[src/rtl/restart_scheduler.sv]
`default_nettype none
// +----------------------------------------------------------------------------+
// | Module   : restart_scheduler                                               |
// | Purpose  : Collects system-restart causes on the startup clock (JTAG / CSP |
// |            software resets, post-RUN QPLL / DAQ MMCM lock loss), defers    |
// |            while a BPI flash sequence runs (bounded by a timeout) and      |
// |            issues one bounded RESTART pulse to the power-on reset FSM,     |
// |            followed by a quiet hold-off window.                            |
// | Ports    : STUP_CLK, SYS_RST (async, active-high)                          |
// |            JTAG_REQ, CSP_REQ, QPLL_LOCK, MMCM_LOCK, RUN, BPI_SEQ_IDLE      |
// |              - asynchronous level inputs, synchronized here                |
// |            RESTART   - restart request to the POR FSM                      |
// |            CAUSE     - {MMCM, QPLL, CSP, JTAG} multi-hot, valid w/ RESTART |
// |            WINNER    - highest-priority cause (0=JTAG .. 3=MMCM)           |
// |            DEFER_EXP - restart issued because the BPI wait timed out       |
// |            PENDING   - request captured, waiting for BPI idle              |
// |            DROP_CNT  - saturating count of requests ignored                |
// |            STATE     - FSM state code                                      |
// | Revision : 1.0  initial release                                            |
// +----------------------------------------------------------------------------+
module restart_scheduler #(
  parameter logic [7:0]  LOCK_FILT = 8'd100,
  parameter logic [15:0] DEFER_TMO = 16'hFFFF,
  parameter logic [7:0]  RST_WIDTH = 8'd16,
  parameter logic [15:0] HOLDOFF   = 16'd1000,
  parameter logic        QPLL_EN   = 1'b0
) (
  input  logic       STUP_CLK,
  input  logic       SYS_RST,
  input  logic       JTAG_REQ,
  input  logic       CSP_REQ,
  input  logic       QPLL_LOCK,
  input  logic       MMCM_LOCK,
  input  logic       RUN,
  input  logic       BPI_SEQ_IDLE,
  output logic       RESTART,
  output logic [3:0] CAUSE,
  output logic [1:0] WINNER,
  output logic       DEFER_EXP,
  output logic       PENDING,
  output logic [7:0] DROP_CNT,
  output logic [2:0] STATE
);

  localparam logic [15:0] c_DEFER_LAST = DEFER_TMO - 16'd1;
  localparam logic [15:0] c_WIDTH_LAST = {8'd0, RST_WIDTH} - 16'd1;
  localparam logic [15:0] c_HOLD_LAST  = HOLDOFF - 16'd1;

  typedef enum logic [2:0] {
    S_IDLE    = 3'd0,
    S_DEFER   = 3'd1,
    S_ASSERT  = 3'd2,
    S_HOLDOFF = 3'd3
  } state_t;

  // ---------------------------------------------------------------------------
  // Two-stage synchronizers. Bit map: 0 JTAG, 1 CSP, 2 QPLL, 3 MMCM, 4 RUN, 5 BPI
  // ---------------------------------------------------------------------------
  logic [5:0] sync1_q;
  logic [5:0] sync2_q;
  logic [1:0] swprev_q;
  logic [3:0] ev_q;

  logic       w_run_s;
  logic       w_bpi_s;
  logic [1:0] w_sw_rise;
  logic [1:0] w_lock_loss;
  logic       w_any_ev;

  assign w_run_s   = sync2_q[4];
  assign w_bpi_s   = sync2_q[5];
  assign w_sw_rise = sync2_q[1:0] & ~swprev_q;
  assign w_any_ev  = |ev_q;

  always_ff @(posedge STUP_CLK or posedge SYS_RST) begin
    if (SYS_RST) begin
      sync1_q  <= '0;
      sync2_q  <= '0;
      swprev_q <= '0;
      ev_q     <= '0;
    end else begin
      sync1_q  <= {BPI_SEQ_IDLE, RUN, MMCM_LOCK, QPLL_LOCK, CSP_REQ, JTAG_REQ};
      sync2_q  <= sync1_q;
      swprev_q <= sync2_q[1:0];
      // Capture stage: every source firing in the same cycle lands together.
      ev_q     <= {w_lock_loss[1], w_lock_loss[0] & QPLL_EN, w_sw_rise};
    end
  end

  // ---------------------------------------------------------------------------
  // Lock-loss filters (lane 0 = QPLL, lane 1 = MMCM). The counter saturates at
  // LOCK_FILT; lost_q makes a long outage a single event until lock returns.
  // ---------------------------------------------------------------------------
  for (genvar gi = 0; gi < 2; gi++) begin : g_lock
    logic [7:0] cnt_q;
    logic       lost_q;
    logic       w_lock_s;

    assign w_lock_s        = sync2_q[2+gi];
    assign w_lock_loss[gi] = (cnt_q == LOCK_FILT) && !lost_q;

    always_ff @(posedge STUP_CLK or posedge SYS_RST) begin
      if (SYS_RST) begin
        cnt_q  <= '0;
        lost_q <= 1'b0;
      end else begin
        if (w_lock_s || !w_run_s) begin
          cnt_q <= '0;
        end else if (cnt_q != LOCK_FILT) begin
          cnt_q <= cnt_q + 8'd1;
        end
        if (w_lock_s) begin
          lost_q <= 1'b0;
        end else if (w_lock_loss[gi]) begin
          lost_q <= 1'b1;
        end
      end
    end
  end

  // ---------------------------------------------------------------------------
  // Scheduler FSM. One shared counter times DEFER, ASSERT and HOLDOFF; it is
  // zeroed on every state change.
  // ---------------------------------------------------------------------------
  state_t      state_q, state_d;
  logic [15:0] cnt_q, cnt_d;
  logic        restart_q, restart_d;
  logic [3:0]  cause_q, cause_d;
  logic [1:0]  winner_q, winner_d;
  logic        dexp_q, dexp_d;
  logic        pend_q, pend_d;
  logic [7:0]  drop_q, drop_d;

  // Lowest set bit wins: JTAG > CSP > QPLL > MMCM.
  function automatic logic [1:0] prio_enc(input logic [3:0] c);
    logic [1:0] r;
    r = 2'd0;
    for (int i = 3; i >= 0; i--) begin
      if (c[i]) r = 2'(i);
    end
    return r;
  endfunction

  always_ff @(posedge STUP_CLK or posedge SYS_RST) begin
    if (SYS_RST) begin
      state_q   <= S_IDLE;
      cnt_q     <= '0;
      restart_q <= 1'b0;
      cause_q   <= '0;
      winner_q  <= '0;
      dexp_q    <= 1'b0;
      pend_q    <= 1'b0;
      drop_q    <= '0;
    end else begin
      state_q   <= state_d;
      cnt_q     <= cnt_d;
      restart_q <= restart_d;
      cause_q   <= cause_d;
      winner_q  <= winner_d;
      dexp_q    <= dexp_d;
      pend_q    <= pend_d;
      drop_q    <= drop_d;
    end
  end

  always_comb begin
    state_d   = state_q;
    cnt_d     = cnt_q;
    restart_d = restart_q;
    cause_d   = cause_q;
    winner_d  = winner_q;
    dexp_d    = dexp_q;
    pend_d    = pend_q;
    drop_d    = drop_q;

    case (state_q)
      S_IDLE: begin
        if (w_any_ev) begin
          cause_d  = cause_q | ev_q;
          winner_d = prio_enc(cause_d);
          cnt_d    = '0;
          if (w_bpi_s) begin
            state_d   = S_ASSERT;
            restart_d = 1'b1;
          end else begin
            state_d = S_DEFER;
            pend_d  = 1'b1;
          end
        end
      end
      S_DEFER: begin
        // Late events join the pending request; the timer keeps running.
        cause_d  = cause_q | ev_q;
        winner_d = prio_enc(cause_d);
        if (w_bpi_s || (cnt_q == c_DEFER_LAST)) begin
          state_d   = S_ASSERT;
          restart_d = 1'b1;
          pend_d    = 1'b0;
          dexp_d    = !w_bpi_s;
          cnt_d     = '0;
        end else begin
          cnt_d = cnt_q + 16'd1;
        end
      end
      S_ASSERT: begin
        // BPI status is deliberately ignored here: the pulse runs to length.
        if (cnt_q == c_WIDTH_LAST) begin
          state_d   = S_HOLDOFF;
          restart_d = 1'b0;
          cause_d   = '0;
          winner_d  = '0;
          dexp_d    = 1'b0;
          cnt_d     = '0;
        end else begin
          cnt_d = cnt_q + 16'd1;
        end
      end
      S_HOLDOFF: begin
        if (cnt_q == c_HOLD_LAST) begin
          state_d = S_IDLE;
          cnt_d   = '0;
        end else begin
          cnt_d = cnt_q + 16'd1;
        end
      end
      default: begin
        state_d = S_IDLE;
      end
    endcase

    if ((state_q == S_ASSERT || state_q == S_HOLDOFF) && w_any_ev && (drop_q != 8'hFF)) begin
      drop_d = drop_q + 8'd1;
    end
  end

  assign RESTART   = restart_q;
  assign CAUSE     = cause_q;
  assign WINNER    = winner_q;
  assign DEFER_EXP = dexp_q;
  assign PENDING   = pend_q;
  assign DROP_CNT  = drop_q;
  assign STATE     = state_q;

endmodule
`default_nettype wire

[config.mk]
export PLATFORM = sky130hd
export DESIGN_NAME = restart_scheduler
export DESIGN_NICKNAME = d
export VERILOG_FILES = /design/src/rtl/restart_scheduler.sv
export SDC_FILE = /design/constraint.sdc
export NUM_CORES = 1
export LEC_CHECK = 0
export BUFFER_PORTS_ARGS = -buffer_cell sky130_fd_sc_hd__buf_4
export CORE_UTILIZATION = 35
export DETAILED_ROUTE_END_ITERATION = 6
export REMOVE_ABC_BUFFERS = 1
export SETUP_SLACK_MARGIN = 0.05
export SLEW_MARGIN = 5
export SYNTH_ARGS = -nofsm -noshare
export SYNTH_HDL_FRONTEND = slang
export SYNTH_SLANG_ARGS = --single-unit
[constraint.sdc]
create_clock -name STUP_CLK -period 2.45 [get_ports STUP_CLK]
set_input_delay 0.3675 -clock STUP_CLK [delete_from_list [all_inputs] [get_ports STUP_CLK]]
set_output_delay 0.3675 -clock STUP_CLK [all_outputs]
set_load 0.03 [all_outputs]
==> results.toml <==
[run_status]
outcome = "completed"

[power]
p_sw_mw = 1.316
seq_power_share = 0.343
ir_worst_vdd_mv = 0.4598
p_clk_frac = 0.286
p_int_mw = 2.209
total_power_mw = 3.525
p_leak_nw = 1.509
switching_share = 0.3733
combPwrFrac = 0.371
powerDensity_nw_per_um2 = 1034

[synth]
synth_compound_area_frac = 0.09770
yosys_warnings = 0
synth_seq_cells = 58
async_flop_share = 1.000
synth_ff_type = "dfrtp_1"
synth_xor_area_frac = 0.07564
synth_top_family_by_area = "simple AND/OR/NAND/NOR gates"
synth_mux_area_frac = 0.01576
synth_edf_count = 0
ys_seq_area_frac = 0.5223
synth-simple-area-share = 0.2044
synthAdderAreaFrac = 0.04953
synth_cell_type_count = 45
syn_inst = 267
syn_area_um2 = 2779
avgSynthCellArea_um2 = 10.41

[clock_tree]
cts_tree = "done"
cts.root.buffer_cell = "clkbuf_8"
numCtsBuffers = 9
cts.sinks = 58
insertion_delay_ps = 340
cts_buffer_depth = 2
h-tree-depth = 3
clk_pin_slew_ps = 70

[layout]
layout_common_cells = "dfrtp_1, buf_4, nor2_1"
final_area_um2 = 3411
fin_util = 0.4437
area_growth_pct = 22.74
num_antenna_cells = 0
drive_gt1_frac = 0.2109
final_common_cell = "dfrtp_1"
stdcell_count = 415
nNetsFinal = 327

[detailed_routing]
vias_per_cell = 4.986
routed_wl_mm = 5.281
first_pass_iters = 4
via_count = 2069
drc = 0
wl_per_cell_um = 12.73
drtIter0Drc = 128
ant_nets = 0

[sta]
period_needed_ps = 2282
worst_hold_slack_ps = 84.94
rsz0062_at_grt = "false"
hold_viol_final = 0
fin_ws_ps = 168.1
slew_headroom = 0.6543
setup_violations = 0
tightest_slew_ps = 514.7
clock_skew_ps = 8.681
max_freq_mhz = 438.2
final.period_utilization = 0.9314
drv_slew = 0
setup_tns_ps = 0

[critical_path]
cp_slowest_stage_delay_ps = 520
critPathSlowestCell = "or4b_4"
cp-end-kind = "flip-flop"
cp-start-kind = "flip-flop"
critPathKind = "flip-flop to flip-flop"
cp.arrival_ps = 2510
crit_required_ps = 2680
crit_family = "compound AO/OA/AOI/OAI gates"
crit_fanout = 4
path_cells = "ha_1 -> or4b_4 -> o41ai_4 -> o211a_1 -> nor3_1 -> mux2_2"
worst-path-buf-inv = 0

[grt]
grt_use_total = 0.1412
grt_pass1_wl_mm = 9.246
grt_start_max_net_pins = 59
grt_antenna_before_repair = 0
overflow = 0
grt_pass1_vias = 1971

[hold_path]
hp-class = "input pin to async pin"

[place]
portBuffers = 24
dpl.cell_count = 397
gp_congestion = 0.8592
preCtsSetupSlack_ps = 49.12
dpl.hpwl_mm = 3.661
postPlaceCellArea_um2 = 3146

[die]
rows = 32
die_area_um2 = 8300
die_height_um = 91.11
initial_core_util = 0.3615
die_w_um = 91.11
core_region_area_um2 = 7687
io_pins = 28

[flow_run]
drv_cap = 0
==> power groups by stage <==
stage	Combinational [mW]	Clock (mW)	Sequential, mW
after floorplan	0.668	0	1.38
after global placement	1.26	0	1.22
after detailed placement	1.27	0	1.23
after CTS	1.31	1.03	1.21
after global routing	1.44	1.08	1.23
final	1.31	1.01	1.21
==> worst paths after layout <==
kind / slack [ps] / to / cells past startpoint / startpoint
hold / removal: 80 / g_lock[1].cnt_q[4] / 3 / SYS_RST
setup / recovery: 170 / cnt_q[0] / 6 / cnt_q[1]
min in group STUP_CLK: 130 / sync1_q[5] / 1 / BPI_SEQ_IDLE
setup reg to reg: 170 / cnt_q[0] / 6 / cnt_q[1]
hold reg to reg: 350 / sync2_q[4] / 0 / sync1_q[4]
max in group asynchronous: 2120 / cnt_q[7] / 3 / SYS_RST
==> repair_timing <==
item	CTS	global route
pin swaps	1	1
hold buffers	0	0
setup buffers	2	0
setup endpoints to repair	2	16
gates resized for setup	0	3
==> area by class of cell <==
cell class | count | area [um2]
fillers | 760 | 4277
flip-flops and latches | 58 | 1451
multi-input cells | 189 | 1262
repair buffers | 38 | 297.8
clock buffers | 10 | 137.6
well taps | 102 | 127.6
clock inverters | 6 | 88.84
inverters | 12 | 45.04
==> flip-flops by register name, summed over array words and instances, names as in the netlist <==
register / cells
sync1_q: 5
PENDING: 1
CAUSE: 3
STATE: 2
RESTART: 1
g_lock.cnt_q: 8
swprev_q: 2
g_lock.lost_q: 1
DROP_CNT: 8
ev_q: 3
WINNER: 2
cnt_q: 16
sync2_q: 5
DEFER_EXP: 1
==> cells by family after synthesis <==
family,count (synthesis)
flops,58
mux,4
xor+xnor,24
fa+ha+maj,11
compound gates,36
simple gates,112
buf+inv,21
other cells,1
==> synthesized netlist by cell type, types with 3 or more instances <==
cell	n	share of area
a21oi_1	8	0.014
and3_1	3	0.0068
buf_4	3	0.0081
clkbuf_1	4	0.0054
dfrtp_1	58	0.52
ha_1	11	0.050
inv_1	12	0.016
mux2_2	3	0.012
nand2_1	21	0.028
nand2b_1	3	0.0068
nand3_1	13	0.023
nand4_1	9	0.020
nor2_1	33	0.045
nor2b_1	3	0.0068
nor3_1	8	0.014
nor4_1	7	0.016
o21ai_0	11	0.020
or3_1	4	0.0090
xnor2_1	12	0.038
xor2_1	12	0.038
==> worst min-delay path, delay by kind of cell <==
kind / cells / cell delay [ps]
buffers and inverters: 3 / 450
==> metal layers <==
| metal | vias to the layer above | share of wire | wire, um | track usage |
|---|---|---|---|---|
| li1 | 1019 | - | - | - |
| met2 | 34 | 0.47 | 2478 | 0.2191 |
| met1 | 1007 | 0.48 | 2544 | 0.1846 |
| met4 | 0 | 0.016 | 87 | 0.06349 |
| met3 | 9 | 0.032 | 171 | 0.03769 |
| met5 | - | 0 | 0 | 0 |
Note: power is estimated with default switching activity, not from simulation.
